### src/rtl/start_token_srl_fifo_pkg.sv
// Shared helpers for the start-token SRL FIFO: width derivation and the
// encoding of the per-cycle queue operation.
package start_token_srl_fifo_pkg;

    function automatic int clog2(input int value);
        int result;
        result = 0;
        for (int v = value - 1; v > 0; v = v >> 1) begin
            result++;
        end
        return (result < 1) ? 1 : result;
    endfunction

    // Occupancy runs 0..DEPTH, so it needs one bit more than the read address.
    function automatic int count_width(input int addr_width);
        return addr_width + 1;
    endfunction

    localparam int DEFAULT_DEPTH       = 2;
    localparam int DEFAULT_ADDR_WIDTH  = clog2(DEFAULT_DEPTH);
    localparam int DEFAULT_COUNT_WIDTH = count_width(DEFAULT_ADDR_WIDTH);

    typedef enum logic [1:0] {
        OP_IDLE  = 2'b00,
        OP_READ  = 2'b01,
        OP_WRITE = 2'b10,
        OP_BOTH  = 2'b11
    } fifo_op_e;

endpackage

### src/rtl/start_token_srl_storage.sv
// Shift-register storage: every write pushes din into entry 0 and moves the
// rest down by one; the read side picks an entry by address.
module start_token_srl_storage #(
    parameter int DATA_WIDTH = 1,
    parameter int ADDR_WIDTH = 1,
    parameter int DEPTH      = 2
) (
    input  logic                  clk,
    input  logic                  we,
    input  logic [ADDR_WIDTH-1:0] addr,
    input  logic [DATA_WIDTH-1:0] din,
    output logic [DATA_WIDTH-1:0] dout
);

    logic [DATA_WIDTH-1:0] mem_q [DEPTH];
    logic [DATA_WIDTH-1:0] mem_d [DEPTH];

    always_comb begin
        for (int i = 0; i < DEPTH; i++) begin
            mem_d[i] = mem_q[i];
        end
        if (we) begin
            mem_d[0] = din;
            for (int i = 1; i < DEPTH; i++) begin
                mem_d[i] = mem_q[i-1];
            end
        end
    end

    // Contents are deliberately left unreset so the array maps onto SRL cells.
    always_ff @(posedge clk) begin
        for (int i = 0; i < DEPTH; i++) begin
            mem_q[i] <= mem_d[i];
        end
    end

    assign dout = mem_q[addr];

endmodule

### src/rtl/start_token_srl_fifo.sv
// Start-token FIFO: SRL storage plus registered occupancy, read address and
// full/empty flags. The oldest entry sits at address count-1.
module start_token_srl_fifo
    import start_token_srl_fifo_pkg::*;
#(
    parameter int DATA_WIDTH = 1,
    parameter int ADDR_WIDTH = DEFAULT_ADDR_WIDTH,
    parameter int DEPTH      = DEFAULT_DEPTH
) (
    input  logic                  clk,
    input  logic                  reset_n,
    input  logic                  if_write_ce,
    input  logic                  if_write,
    input  logic [DATA_WIDTH-1:0] if_din,
    output logic                  if_full_n,
    input  logic                  if_read_ce,
    input  logic                  if_read,
    output logic [DATA_WIDTH-1:0] if_dout,
    output logic                  if_empty_n,
    output logic [ADDR_WIDTH:0]   if_count
);

    localparam int              CW      = count_width(ADDR_WIDTH);
    localparam logic [CW-1:0]   DEPTH_C = CW'(DEPTH);

    logic [CW-1:0]         count_q, count_d;
    logic [ADDR_WIDTH-1:0] addr_q, addr_d;
    logic                  empty_n_q, empty_n_d;
    logic                  full_n_q, full_n_d;
    logic                  wr, rd;
    fifo_op_e              op;

    // Handshake: a write is accepted on a cycle where if_write, if_write_ce and
    // if_full_n are all high; a read pops on a cycle where if_read, if_read_ce
    // and if_empty_n are all high. Flags come only from registers, so there is
    // no same-cycle bypass at full or empty.
    assign wr = if_write & if_write_ce & full_n_q;
    assign rd = if_read  & if_read_ce  & empty_n_q;

    always_comb begin
        op        = fifo_op_e'({wr, rd});
        count_d   = count_q;
        unique case (op)
            OP_WRITE: count_d = count_q + CW'(1);
            OP_READ:  count_d = count_q - CW'(1);
            default:  count_d = count_q;
        endcase
        addr_d    = (count_d != '0) ? ADDR_WIDTH'(count_d - CW'(1)) : '0;
        empty_n_d = (count_d != '0);
        full_n_d  = (count_d != DEPTH_C);
    end

    always_ff @(posedge clk or negedge reset_n) begin
        if (!reset_n) begin
            count_q   <= '0;
            addr_q    <= '0;
            empty_n_q <= 1'b0;
            full_n_q  <= 1'b1;
        end else begin
            count_q   <= count_d;
            addr_q    <= addr_d;
            empty_n_q <= empty_n_d;
            full_n_q  <= full_n_d;
        end
    end

    start_token_srl_storage #(
        .DATA_WIDTH (DATA_WIDTH),
        .ADDR_WIDTH (ADDR_WIDTH),
        .DEPTH      (DEPTH)
    ) u_storage (
        .clk  (clk),
        .we   (wr),
        .addr (addr_q),
        .din  (if_din),
        .dout (if_dout)
    );

    assign if_full_n  = full_n_q;
    assign if_empty_n = empty_n_q;
    assign if_count   = count_q;

endmodule

### config.mk
export PLATFORM = sky130hd
export DESIGN_NAME = start_token_srl_fifo
export DESIGN_NICKNAME = d
export VERILOG_FILES = /design/src/rtl/start_token_srl_fifo_pkg.sv /design/src/rtl/start_token_srl_storage.sv /design/src/rtl/start_token_srl_fifo.sv
export SDC_FILE = /design/constraint.sdc
export NUM_CORES = 1
export LEC_CHECK = 0
export ABC_AREA = 1
export ABC_CLOCK_PERIOD_IN_PS = 1800
export BUFFER_PORTS_ARGS = -buffer_cell sky130_fd_sc_hd__buf_2
export CAP_MARGIN = 20
export CORE_AREA = 10 10 47 49
export CTS_CLUSTER_DIAMETER = 100
export DETAILED_ROUTE_END_ITERATION = 10
export DIE_AREA = 0 0 57 59
export PLACE_DENSITY = 0.57
export RECOVER_POWER = 25
export REMOVE_ABC_BUFFERS = 1
export SYNTH_ARGS = -nofsm -noshare
export SYNTH_HDL_FRONTEND = slang
export SYNTH_HIERARCHICAL = 1
export SYNTH_SLANG_ARGS = --single-unit
### constraint.sdc
create_clock -name clk -period 1.8 [get_ports clk]
set_input_delay 0 -clock clk [delete_from_list [all_inputs] [get_ports clk]]
set_output_delay 0 -clock clk [all_outputs]
set_load 0.005 [all_outputs]
==> impl_metrics.json, run 1 <==
{
  "outcome": "complete, no violations",
  "core_um2": 1400,
  "clock_sinks": 7,
  "drc": 0,
  "p_int_w": 0.000409,
  "hp-class": "input port to asynchronous set/reset pin",
  "yosysMostFrequentCell": "inv_1",
  "p_leak_nw": 0.235,
  "pwr-share-comb": 0.359,
  "cts_htree_levels": 1,
  "timing.rr.start": "if_full_n",
  "pin_count": 12,
  "crit_required_ps": 1980,
  "track_usage": 0.0429,
  "vias": 250,
  "fp.dieW_um": 57,
  "whs_ps": 129,
  "total_power_w": 0.000628,
  "p_seq_frac": 0.419,
  "synth_cell_types": 12,
  "cts_made_buffers": 3,
  "firstDrtPassIters": 4,
  "area_delta_synth_final_pct": 37.8,
  "grt_overflow": 0,
  "synth-edff-count": 2,
  "nets": 58,
  "grt_pass1_vias": 265,
  "yosys-top-cells-area": "dfrtp_1 (31%), edfxtp_1 (19%), inv_1 (9.4%)",
  "grt_max_degree": 6,
  "avgSynthCellArea_um2": 9.93,
  "p_sw_w": 0.000219,
  "vias_per_cell": 3.85,
  "rsz0062_at_grt": "false",
  "drt-initial-drc-count": 2,
  "tightest_slew_ps": 269,
  "rows": 14,
  "clock-skew-final_ps": 1.34,
  "synth-seq-area-share": 0.587,
  "slew_headroom": 0.820,
  "setup_viol": 0,
  "dp_hpwl_um": 546,
  "die_h_um": 59,
  "maxSlewViolCount": 0,
  "post_drt_wl_per_cell_um": 10.2,
  "critPathCaptureType": "flip-flop",
  "dp.cells": 59,
  "power_density_nw_per_um2": 1430,
  "hold_violations": 0,
  "tns_ps": 0,
  "async_flop_share": 0.714,
  "worst-path-max-fanout": 3,
  "syn-cell-area_um2": 318,
  "p_clk_frac": 0.223,
  "cp_data_arrival_time_ps": 1610,
  "drive_above_1_share": 0.367,
  "cts_root_buf": "clkbuf_4",
  "start_util": 0.227,
  "crit_family": "flip-flops",
  "synth_seq_cells": 7,
  "ir_drop_mv": 0.526,
  "clk_pin_slew_ps": 50,
  "fmax_ghz": 0.697,
  "r2r-end": "if_empty_n",
  "cts_setup_buffers": 0,
  "routed_wl_um": 666,
  "grt_pass1_wl_mm": 1.15,
  "synth_cells": 32,
  "crit_slowest_cell": "dfstp_2",
  "worstSetupPathDepth": 5,
  "path_class": "flip-flop to flip-flop",
  "cts_buffer_depth": 2,
  "fill_cells": 162,
  "cts_resized": 0,
  "detail-route-antenna-nets": 0,
  "final_cells": 65,
  "reg2reg_slack_ps": 370,
  "multi_input_area_um2": 101,
  "globalplace.congestion": 0.679,
  "crit_start": "if_full_n",
  "synth_top_cell_area_share": 0.315,
  "slowest_delay_ps": 520,
  "clk_latency_ps": 240,
  "tritoncts": "yes",
  "path_buf_inv": 1,
  "crit_chain": "nand3_1 > ha_1 > xnor2_1 > inv_1 > nand3_1",
  "crit_top_cell": "nand3_1",
  "synthTopCellsByCount": "inv_1 (8), nand2_1 (6), dfrtp_1 (4), nand2_2 (3), nand3_1 (3)",
  "antenna_cells": 0,
  "ff2ff_path_depth": 5,
  "regArea_um2": 186,
  "swShare": 0.349,
  "ys_warn_count": 6,
  "maxCapViolations": 0,
  "period_needed_ps": 1430,
  "worstSetupStartpointType": "flip-flop",
  "synth_top_cell_by_area": "dfrtp_1",
  "fin_crit_sh": 0.797,
  "synth_top_flop_cell": "dfrtp_1",
  "portBuffers": 11,
  "cp-endpoint": "if_empty_n",
  "die_area_um2": 3360,
  "antenna_found_initial": 0
}
## layout by cell type, fill, tap and decap left out, drive strengths merged
cell type	synthesis	routed
dfstp	1	1
ha	1	1
xnor2	1	1
dlygate4sd3	0	2
inv	8	8
nand2	9	9
nand3	3	3
a21oi	1	1
edfxtp	2	2
buf	0	10
and3	1	1
nand4	1	1
dfrtp	4	4
clkbuf	0	5
## metrics by stage
step                      utilization  worst slack, ps  cell area (um2)
final                           0.313              366              438
after global placement          0.280              368              393
after detailed placement        0.280              358              393
after CTS                       0.313              345              439
after global routing            0.313              212              438
after floorplan                     -              445              318
## metal layers
layer | global-route usage | vias to the layer above | wire [um] | share of wire
met5 | 0 | - | 0 | 0
met4 | 0.0201 | 0 | 0 | 0
met3 | 0.0279 | 0 | 50 | 0.075
met2 | 0.0651 | 7 | 331 | 0.50
met1 | 0.0455 | 110 | 284 | 0.43
li1 | - | 133 | - | -
## final cells by class
class	instances	share of cell area
clock buffer	4	0.0600
inverter	8	0.0686
multi-input combinational	17	0.231
sequential	7	0.426
tap	16	0.0457
timing repair buffer	13	0.169
## timing repair
action | 4_1_cts | 5_1_grt
endpoints found under the setup margin | 0 | 0
hold buffers | 2 | 0
hold endpoints to repair | 6 | 0
## state kept, by name, summed over array words and instances (netlist names)
name             flops
if_count             2
u_storage/mem_q      2
if_empty_n           1
if_full_n            1
addr_q               1
## power by group through the flow
stage	clock, W	combinational, W	sequential (W)
4_1_cts	0.000146	0.000232	0.000264
5_1_grt	0.000158	0.000270	0.000270
3_3_place_gp	0	0.000226	0.000263
3_5_place_dp	0	0.000229	0.000266
6_report	0.000140	0.000225	0.000263
2_1_floorplan	0	0.000140	0.000264
## how the worst min path moves through the flow
stage / endpoint / slack (ps) / depth (start not counted)
floorplan: addr_q / -300 / 0
global placement: if_empty_n / -180 / 1
detailed placement: if_empty_n / -180 / 1
CTS: if_empty_n / 90 / 2
global route: if_count[1] / 150 / 2
finish: if_empty_n / 130 / 2
## cell families (layout without fill, tap and decap cells)
kind of cell | after synthesis | count (layout) | synth area share
and+or+nand+nor | 14 | 14 | 0.236
buffers and inverters | 8 | 25 | 0.0945
DFF | 7 | 7 | 0.587
adders and majority gates | 1 | 1 | 0.0394
AOI/OAI and AO/OA | 1 | 1 | 0.0157
xor gates and xnor gates | 1 | 1 | 0.0276
Power figures use the tool's default switching activity.
==> run 2: changes to the inputs <==
Settings changed: ABC_CLOCK_PERIOD_IN_PS 1800 to 1400.
Clock period 1.8 ns to 1.4 ns, I/O delays scaled along.
==> run 2 against run 1 <==
Compared with the run above:
- sequential cell count unchanged
- fmax increased by 7.5%
- final cell count unchanged
- clock power rose by 27%
- critical path type unchanged
- highest routed layer unchanged
==> impl_metrics.json, run 2 (synthesized netlist as in run 1, its figures left out) <==
{
  "outcome": "complete, no violations",
  "timing.rr.start": "if_full_n",
  "power_density_nw_per_um2": 1820,
  "p_sw_w": 0.000304,
  "tns_ps": 0,
  "tritoncts": "yes",
  "maxCapViolations": 0,
  "p_clk_frac": 0.207,
  "maxSlewViolCount": 0,
  "post_drt_wl_per_cell_um": 11.0,
  "pwr-share-comb": 0.391,
  "cp-endpoint": "if_empty_n",
  "clock-skew-final_ps": 2.06,
  "die_h_um": 59,
  "grt_overflow": 0,
  "period_needed_ps": 1330,
  "track_usage": 0.0468,
  "reg2reg_slack_ps": 70,
  "vias_per_cell": 3.94,
  "critPathCaptureType": "flip-flop",
  "start_util": 0.227,
  "ir_drop_mv": 0.604,
  "path_class": "flip-flop to flip-flop",
  "cts_htree_levels": 1,
  "clock_sinks": 7,
  "crit_start": "if_full_n",
  "pin_count": 12,
  "cts_setup_buffers": 0,
  "rows": 14,
  "fmax_ghz": 0.750,
  "worstSetupStartpointType": "flip-flop",
  "area_delta_synth_final_pct": 48.0,
  "drt-initial-drc-count": 2,
  "clk_pin_slew_ps": 50,
  "fp.dieW_um": 57,
  "cts_buffer_depth": 2,
  "final_cells": 65,
  "dp_hpwl_um": 546,
  "finalWorstSetupSlack_ps": 66.4,
  "rsz0062_at_grt": "false",
  "tightest_slew_ps": 287,
  "hold_violations": 0,
  "final_cell_mix": "buf_2 (10), inv_1 (7), nand2_1 (6)",
  "p_leak_nw": 0.240,
  "slew_headroom": 0.809,
  "detail-route-antenna-nets": 0,
  "grt_max_degree": 6,
  "hp-class": "input port to asynchronous set/reset pin",
  "cts_made_buffers": 3,
  "fin_crit_sh": 0.953,
  "die_area_um2": 3360,
  "portBuffers": 11,
  "nets": 58,
  "routed_wl_um": 713,
  "vias": 256,
  "crit_required_ps": 1520,
  "cts_root_buf": "clkbuf_4",
  "worst-path-max-fanout": 3,
  "grt_pass1_wl_mm": 1.23,
  "r2r-end": "if_empty_n",
  "firstDrtPassIters": 2,
  "dp.cells": 59,
  "globalplace.congestion": 0.664,
  "antenna_cells": 0,
  "clk_latency_ps": 240,
  "p_seq_frac": 0.402,
  "drive_above_1_share": 0.449,
  "final_common_cell": "buf_2",
  "core_um2": 1400,
  "drc": 0,
  "p_int_w": 0.000553,
  "swShare": 0.355,
  "grt_pass1_vias": 291,
  "setup_viol": 0,
  "ff2ff_path_depth": 5,
  "cp_data_arrival_time_ps": 1460,
  "pre_cts_ws_ps": -51.8,
  "antenna_found_initial": 0
}
run 2: worst min-delay path by stage:
| stage | startpoint | endpoint | slack, ps | depth (start not counted) |
|---|---|---|---|---|
| 2_1_floorplan | reset_n | addr_q | -300 | 0 |
| 6_report | reset_n | if_empty_n | 150 | 2 |
| 3_3_place_gp | reset_n | if_empty_n | -180 | 1 |
| 5_1_grt | reset_n | if_count[1] | 170 | 2 |
| 3_5_place_dp | reset_n | if_count[1] | -180 | 1 |
| 4_1_cts | reset_n | if_count[1] | 80 | 2 |
run 2: stage by stage:
| stage | hold slack, ps | power (W) | instance area [um2] | utilization |
|---|---|---|---|---|
| 2_1_floorplan | -296 | 0.000520 | 318 | - |
| 3_3_place_gp | -178 | 0.000633 | 393 | 0.280 |
| 3_5_place_dp | -178 | 0.000632 | 393 | 0.280 |
| 4_1_cts | 82.9 | 0.000858 | 459 | 0.328 |
| 5_1_grt | 169 | 0.000934 | 470 | 0.336 |
| 6_report | 153 | 0.000857 | 470 | 0.336 |
run 2: cell type report:
class                      instances  area [um2]
inverter                           8        30.0
clock buffer                       4        26.3
timing repair buffer              13        73.8
fill                             150         931
sequential                         7         186
tap                               16        20.0
multi-input combinational         17         134
run 2: metal layers:
metal  track usage  wire length [um]  vias up
met5             0                 0        -
met4        0.0302                 0        0
met3        0.0279                53        0
met2        0.0775               388        7
met1        0.0431               272      117
li1              -                 -      132
run 2: power groups by stage:
stage | clock, W | sequential (W) | combinational, W
global route | 0.000196 | 0.000357 | 0.000380
CTS | 0.000189 | 0.000340 | 0.000329
detailed placement | 0 | 0.000338 | 0.000294
global placement | 0 | 0.000339 | 0.000294
finish | 0.000178 | 0.000345 | 0.000335
floorplan | 0 | 0.000340 | 0.000180
run 2: critical path: stages, from the launching register on:
cell and delay (ps):
dfstp_2 550, nand3_4 90, ha_4 260, xnor2_2 150, inv_1 80, nand3_1 80
run 2: what timing repair did:
action                                 4_1_cts  5_1_grt
pin swaps                                    1        2
resized for setup                            2        3
hold buffers                                 2        0
endpoints found under the hold margin        6        0
setup endpoints to repair                    4        4
